### src/rtl/trng_batch_sequencer_if.sv
// Output word stream of the TRNG batch sequencer: valid/ready with a last-word marker.
interface trng_batch_sequencer_if;
    logic [63:0] m_data;
    logic        m_valid;
    logic        m_ready;
    logic        m_last;

    modport master (output m_data, output m_valid, output m_last, input m_ready);
    modport slave  (input m_data, input m_valid, input m_last, output m_ready);
endinterface

### src/rtl/trng_batch_sequencer.sv
// Runs one TRNG batch on the compute core: load INS=18, wait for completion or timeout,
// capture the error flag, reload a neutral read command, then stream the batch out of BRAM.
module trng_batch_sequencer #(
    parameter int TIMEOUT_CYCLES = 1000000
) (
    input  logic        clk,
    input  logic        rst,
    input  logic        start,
    input  logic [9:0]  num_words,
    input  logic [9:0]  dst_base,
    output logic        busy,
    output logic        done,
    output logic        cfg_err,
    output logic        trng_fail,
    output logic        timeout,
    trng_batch_sequencer_if.master stream,
    output logic [34:0] command_in,
    output logic        command_we0,
    output logic        command_we1,
    output logic [9:0]  address_ext,
    output logic [63:0] dina_ext,
    output logic        wea_ext,
    input  logic [63:0] doutb_ext,
    input  logic        done_ins_computation,
    input  logic        error_trng_reg
);
    localparam logic [4:0]  INS_TRNG    = 5'd18;
    localparam logic [4:0]  INS_NOP     = 5'd0;
    localparam logic [23:0] TIMEOUT_LIM = 24'(TIMEOUT_CYCLES);

    typedef enum logic [2:0] {
        S_IDLE,
        S_LOAD_TRNG,
        S_WAIT_DONE,
        S_CAP_ERR,
        S_LOAD_READ,
        S_STREAM,
        S_FINISH
    } state_t;

    state_t      state_reg, state_next;
    logic [9:0]  n_reg, base_reg;
    logic [23:0] tmo_cnt_reg;
    logic        cfg_err_reg, trng_fail_reg, timeout_reg;
    logic [9:0]  rd_ptr_reg, out_idx_reg;
    logic        inflight_reg;
    logic        fifo_wr_ptr_reg, fifo_rd_ptr_reg;
    logic [1:0]  fifo_cnt_reg;

    logic        num_ok, start_ok, done_seen, tmo_hit;
    logic        fifo_empty, head_valid, head_last, accept, issue, fifo_push, fifo_pop;
    logic [63:0] head_data;

    assign num_ok    = (num_words != 10'd0) && (num_words <= 10'd512);
    assign start_ok  = (state_reg == S_IDLE) && start && num_ok;
    // A zero count marks the first WAIT_DONE cycle, where done may still reflect the old command.
    assign done_seen = done_ins_computation && (tmo_cnt_reg != 24'd0);
    assign tmo_hit   = (tmo_cnt_reg + 24'd1) == TIMEOUT_LIM;

    // The word read last cycle is presented straight from doutb_ext while the FIFO is empty,
    // so the in-flight read counts as occupancy for the issue throttle.
    assign fifo_empty = (fifo_cnt_reg == 2'd0);
    assign head_valid = !fifo_empty || inflight_reg;
    assign head_data  = !fifo_empty ? (fifo_rd_ptr_reg ? g_fifo[1].entry_reg : g_fifo[0].entry_reg)
                                    : doutb_ext;
    assign head_last  = head_valid && (out_idx_reg == (n_reg - 10'd1));
    assign accept     = head_valid && stream.m_ready;
    assign issue      = (state_reg == S_STREAM) && (rd_ptr_reg != n_reg)
                        && ((fifo_cnt_reg + {1'b0, inflight_reg}) < 2'd2);
    assign fifo_push  = inflight_reg && !(fifo_empty && accept);
    assign fifo_pop   = accept && !fifo_empty;

    genvar gi;
    generate
        for (gi = 0; gi < 2; gi++) begin : g_fifo
            logic [63:0] entry_reg;
            always_ff @(posedge clk or posedge rst) begin
                if (rst) begin
                    entry_reg <= '0;
                end else if (fifo_push && (fifo_wr_ptr_reg == 1'(gi))) begin
                    entry_reg <= doutb_ext;
                end
            end
        end
    endgenerate

    always_ff @(posedge clk or posedge rst) begin
        if (rst) begin
            state_reg <= S_IDLE;
        end else begin
            state_reg <= state_next;
        end
    end

    always_comb begin
        state_next = state_reg;
        case (state_reg)
            S_IDLE:      if (start) state_next = num_ok ? S_LOAD_TRNG : S_FINISH;
            S_LOAD_TRNG: state_next = S_WAIT_DONE;
            S_WAIT_DONE: begin
                if (done_seen)    state_next = S_CAP_ERR;
                else if (tmo_hit) state_next = S_LOAD_READ;
            end
            S_CAP_ERR:   state_next = S_LOAD_READ;
            S_LOAD_READ: state_next = timeout_reg ? S_FINISH : S_STREAM;
            S_STREAM:    if (accept && head_last) state_next = S_FINISH;
            S_FINISH:    state_next = S_IDLE;
            default:     state_next = S_IDLE;
        endcase
    end

    always_comb begin
        busy        = (state_reg != S_IDLE);
        done        = (state_reg == S_FINISH);
        command_we0 = 1'b0;
        command_in  = '0;
        case (state_reg)
            S_LOAD_TRNG: begin
                command_we0 = 1'b1;
                command_in  = {base_reg, 10'd0, n_reg, INS_TRNG};
            end
            S_LOAD_READ: begin
                command_we0 = 1'b1;
                command_in  = {10'd0, 10'd0, base_reg, INS_NOP};
            end
            default: ;
        endcase
        address_ext = (state_reg == S_STREAM) ? rd_ptr_reg : 10'd0;
    end

    always_ff @(posedge clk or posedge rst) begin
        if (rst) begin
            n_reg           <= '0;
            base_reg        <= '0;
            tmo_cnt_reg     <= '0;
            cfg_err_reg     <= 1'b0;
            trng_fail_reg   <= 1'b0;
            timeout_reg     <= 1'b0;
            rd_ptr_reg      <= '0;
            out_idx_reg     <= '0;
            inflight_reg    <= 1'b0;
            fifo_wr_ptr_reg <= 1'b0;
            fifo_rd_ptr_reg <= 1'b0;
            fifo_cnt_reg    <= '0;
        end else begin
            if (start_ok) begin
                n_reg         <= num_words;
                base_reg      <= dst_base;
                cfg_err_reg   <= 1'b0;
                trng_fail_reg <= 1'b0;
                timeout_reg   <= 1'b0;
                rd_ptr_reg    <= '0;
                out_idx_reg   <= '0;
            end else if ((state_reg == S_IDLE) && start) begin
                cfg_err_reg   <= 1'b1;
            end

            if (state_reg == S_LOAD_TRNG) begin
                tmo_cnt_reg <= '0;
            end else if (state_reg == S_WAIT_DONE) begin
                tmo_cnt_reg <= tmo_cnt_reg + 24'd1;
            end
            if ((state_reg == S_WAIT_DONE) && !done_seen && tmo_hit) begin
                timeout_reg <= 1'b1;
            end
            if (state_reg == S_CAP_ERR) begin
                trng_fail_reg <= error_trng_reg;
            end

            if (issue) rd_ptr_reg <= rd_ptr_reg + 10'd1;
            if (accept) out_idx_reg <= out_idx_reg + 10'd1;
            inflight_reg <= issue;
            if (fifo_push) fifo_wr_ptr_reg <= ~fifo_wr_ptr_reg;
            if (fifo_pop) fifo_rd_ptr_reg <= ~fifo_rd_ptr_reg;
            fifo_cnt_reg <= fifo_cnt_reg + {1'b0, fifo_push} - {1'b0, fifo_pop};
        end
    end

    assign stream.m_valid = head_valid;
    assign stream.m_data  = head_valid ? head_data : 64'd0;
    assign stream.m_last  = head_last;

    assign cfg_err     = cfg_err_reg;
    assign trng_fail   = trng_fail_reg;
    assign timeout     = timeout_reg;
    assign command_we1 = 1'b0;
    assign dina_ext    = 64'd0;
    assign wea_ext     = 1'b0;
endmodule

### src/flat_wrapper.sv
// flat-port wrapper written by rule: the top's interface ports become plain ports
module trng_batch_sequencer_flat 
#(
    parameter int TIMEOUT_CYCLES = 1000000
)
  (clk, rst, start, num_words, dst_base, busy, done, cfg_err, trng_fail, timeout, command_in, command_we0, command_we1, address_ext, dina_ext, wea_ext, doutb_ext, done_ins_computation, error_trng_reg, stream_m_data, stream_m_valid, stream_m_last, stream_m_ready);
  trng_batch_sequencer_if stream_i ();
  input  logic clk;
  input  logic rst;
  input  logic start;
  input  logic [9:0] num_words;
  input  logic [9:0] dst_base;
  output logic busy;
  output logic done;
  output logic cfg_err;
  output logic trng_fail;
  output logic timeout;
  output logic [34:0] command_in;
  output logic command_we0;
  output logic command_we1;
  output logic [9:0] address_ext;
  output logic [63:0] dina_ext;
  output logic wea_ext;
  input  logic [63:0] doutb_ext;
  input  logic done_ins_computation;
  input  logic error_trng_reg;
  output wire logic [$bits(stream_i.m_data)-1:0] stream_m_data;
  output wire logic [$bits(stream_i.m_valid)-1:0] stream_m_valid;
  output wire logic [$bits(stream_i.m_last)-1:0] stream_m_last;
  input wire logic [$bits(stream_i.m_ready)-1:0] stream_m_ready;
  assign stream_m_data = stream_i.m_data;
  assign stream_m_valid = stream_i.m_valid;
  assign stream_m_last = stream_i.m_last;
  assign stream_i.m_ready = stream_m_ready;
  trng_batch_sequencer #(.TIMEOUT_CYCLES(TIMEOUT_CYCLES)) u_core (.clk(clk), .rst(rst), .start(start), .num_words(num_words), .dst_base(dst_base), .busy(busy), .done(done), .cfg_err(cfg_err), .trng_fail(trng_fail), .timeout(timeout), .stream(stream_i), .command_in(command_in), .command_we0(command_we0), .command_we1(command_we1), .address_ext(address_ext), .dina_ext(dina_ext), .wea_ext(wea_ext), .doutb_ext(doutb_ext), .done_ins_computation(done_ins_computation), .error_trng_reg(error_trng_reg));
endmodule
### config.mk
export PLATFORM = sky130hd
export DESIGN_NAME = trng_batch_sequencer_flat
export DESIGN_NICKNAME = d
export VERILOG_FILES = /design/src/rtl/trng_batch_sequencer_if.sv /design/src/rtl/trng_batch_sequencer.sv /design/src/flat_wrapper.sv
export SDC_FILE = /design/constraint.sdc
export NUM_CORES = 1
export LEC_CHECK = 0
export ABC_AREA = 1
export ABC_CLOCK_PERIOD_IN_PS = 6450
export CAP_MARGIN = 20
export CORE_AREA = 2 2 130 157
export CTS_CLUSTER_DIAMETER = 50
export DETAILED_ROUTE_END_ITERATION = 6
export DIE_AREA = 0 0 132 159
export DONT_BUFFER_PORTS = 1
export PLACE_DENSITY = 0.76
export SYNTH_ARGS = -nofsm -noshare
export SYNTH_HDL_FRONTEND = slang
export SYNTH_SLANG_ARGS = --single-unit
### constraint.sdc
create_clock -name clk -period 6.45 [get_ports clk]
set_input_delay 0.645 -clock clk [delete_from_list [all_inputs] [get_ports clk]]
set_output_delay 0.645 -clock clk [all_outputs]
set_load 0.1 [all_outputs]
==> impl_metrics.env <==
export IMPL_status="complete, no violations"
export IMPL_die_w_um=132
export IMPL_post_drt_wl_per_cell_um=15.9
export IMPL_required_ps=5800
export IMPL_num_nets_final=1526
export IMPL_fin_crit_ps=4360
export IMPL_synth_cell_type_count=40
export IMPL_synthArstFlopShare_pct=100
export IMPL_hold_violations=0
export IMPL_synth_ff_type="dfrtp_1"
export IMPL_start_util_pct=57.5
export IMPL_antenna_found_initial=0
export IMPL_num_vias=9518
export IMPL_cts_buffers=25
export IMPL_postCtsSetupBuffers=0
export IMPL_finalSetupViolCount=0
export IMPL_max_cap_viol_count=0
export IMPL_drcViolationCount=0
export IMPL_ys_seq_area_share_pct=45.5
export IMPL_place_area_sq_um=11700
export IMPL_synth_top_area_share_pct=45.5
export IMPL_finClkSkew_ps=15.3
export IMPL_max_freq_ghz=0.229
export IMPL_vias_per_cell=5.57
export IMPL_slew_viol_final=0
export IMPL_gp_congestion=0.912
export IMPL_synth_area_leaders="dfrtp_1, o21ai_0, nand2_1"
export IMPL_cp_start_kind="register"
export IMPL_syn_avg_cell_area_sq_um=7.65
export IMPL_cts_tree="yes"
export IMPL_hold_ws_ps=282
export IMPL_diodes=0
export IMPL_die_area_sq_um=21000
export IMPL_num_io_pins=273
export IMPL_final_area_sq_um=12600
export IMPL_cts_sinks=203
export IMPL_core_area_sq_um=19400
export IMPL_crit_type="register to output port"
export IMPL_clk_path_buf_depth=3
export IMPL_drt_iter0_drc=831
export IMPL_endpoint_kind="output port"
export IMPL_cp_arrival_ps=3720
export IMPL_slew_headroom_pct=21.6
export IMPL_tightest_slew_ps=1180
export IMPL_die_height_um=159
export IMPL_h_tree_depth=1
export IMPL_drtAntennaViolNets=0
export IMPL_final_util_pct=64.8
export IMPL_grt_first_pass_wirelength_um=44500
export IMPL_hp_class="input pin to register"
export IMPL_drive_gt1_share_pct=13.3
export IMPL_yosysWarnings=0
export IMPL_synth_seq_cells=203
export IMPL_final_cell_mix="nand2_1, o21ai_0, dfrtp_1"
export IMPL_finalCritPeriodShare_pct=67.7
export IMPL_grt_pass1_vias=9034
export IMPL_largest_reg_flops=128
export IMPL_grt_ovfl_total=0
export IMPL_rsz0062_at_grt="no"
export IMPL_grt_max_degree=146
export IMPL_clkLatencyLatePin_ps=510
export IMPL_crit_fanout=11
export IMPL_root_buffer="clkbuf_16"
export IMPL_detailed_place_hpwl_um=17800
export IMPL_path_clk_slew_ps=60
export IMPL_portBuffers=0
export IMPL_tns_ps=0
export IMPL_grt_usage_pct=25.2
export IMPL_yosys_area_top_type="dfrtp_1"
export IMPL_routed_wl_um=27100
export IMPL_synth_edff_count=0
export IMPL_synth_cells=1458
export IMPL_fp_row_count=56
export IMPL_fillers=1650
export IMPL_layout_commonest_cell="nand2_1"
export IMPL_first_pass_iters=6
export IMPL_syn2layout_area_growth_pct=12.8
export IMPL_netlist_area_sq_um=11200
[cells in the mapped netlist, types with 2 or more instances]
cell type / count
a21oi_1: 19
buf_1: 2
buf_2: 4
buf_4: 81
clkbuf_1: 60
dfrtp_1: 203
ha_1: 7
inv_1: 159
inv_2: 3
nand2_1: 287
nand2_2: 10
nand3_1: 44
nand4_1: 15
nor2_1: 156
nor2_2: 12
nor2_4: 5
nor3_1: 14
nor4_1: 3
o21ai_0: 235
o22ai_1: 82
o32ai_1: 11
or2_2: 3
xnor2_1: 6
xor2_1: 21
[stage by stage]
step | setup slack [ps] | std cells
after floorplan | 266 | 1536
after CTS | 2080 | 1704
after global placement | 2710 | 1659
final | 2090 | 1708
after global routing | 1920 | 1708
after detailed placement | 2680 | 1659
[path summary, 6_finish.rpt]
| path | to | slack, ps | depth (start not counted) | start |
|---|---|---|---|---|
| worst max-delay path | stream_m_last | 2090 | 7 | u_core.inflight_reg |
| worst min-delay path | u_core.trng_fail | 280 | 2 | error_trng_reg |
| worst max register to register | u_core.fifo_cnt_reg[1] | 2920 | 8 | u_core.inflight_reg |
| worst min register to register | u_core.g_fifo[0].entry_reg[58] | 480 | 2 | u_core.g_fifo[0].entry_reg[58] |
| max in group asynchronous | u_core.fifo_rd_ptr_reg | 4250 | 4 | rst |
| min in group asynchronous | u_core.g_fifo[1].entry_reg[0] | 640 | 2 | rst |
[layout make-up]
class,count,area (sq um),share of cell area [%]
Clock buffer,31,688,5.47
Clock inverter,14,163,1.29
Inverter,163,619,4.92
Multi-Input combinational cell,1023,5550,44.1
Sequential cell,203,5080,40.4
Tap cell,261,327,2.59
Timing Repair Buffer,13,161,1.28
[worst max-delay path, stage by stage (launching register included)]
cell and delay, ps:
dfrtp_1 410, inv_1 430, nand2_1 960, nand3_1 140, nor2_1 150, nand3_1 90, nor2_1 150, and3_1 860
[repair_timing]
item / CTS / global route
hold buffers: 0 / 1
hold endpoints to repair: 0 / 42
resized for setup: 0 / 0
[cell families (layout without fill, tap and decap cells)]
family | count (synthesis) | count (layout) | share of synthesized area [%]
multiplexers | 1 | 1 | 0.0897
buffers and inverters | 310 | 221 | 13.2
other | 1 | 79 | 0.0336
XOR/XNOR | 27 | 27 | 2.12
AO/OA/AOI/OAI | 355 | 355 | 17.4
flip-flops | 203 | 203 | 45.5
AND/OR/NAND/NOR | 554 | 554 | 20.8
adder cells (fa/ha/maj) | 7 | 7 | 0.785
[per-layer routing]
metal	share of wire (%)	up-vias	GRT usage, %
li1	-	4556	-
met4	3.5	0	9.29
met1	42	4532	32.8
met2	48	358	42.3
met5	0	-	0
met3	6.3	72	4.52
Power is not shown: default switching activity piles up to over one toggle a cycle in this logic, so the estimate is an artifact.
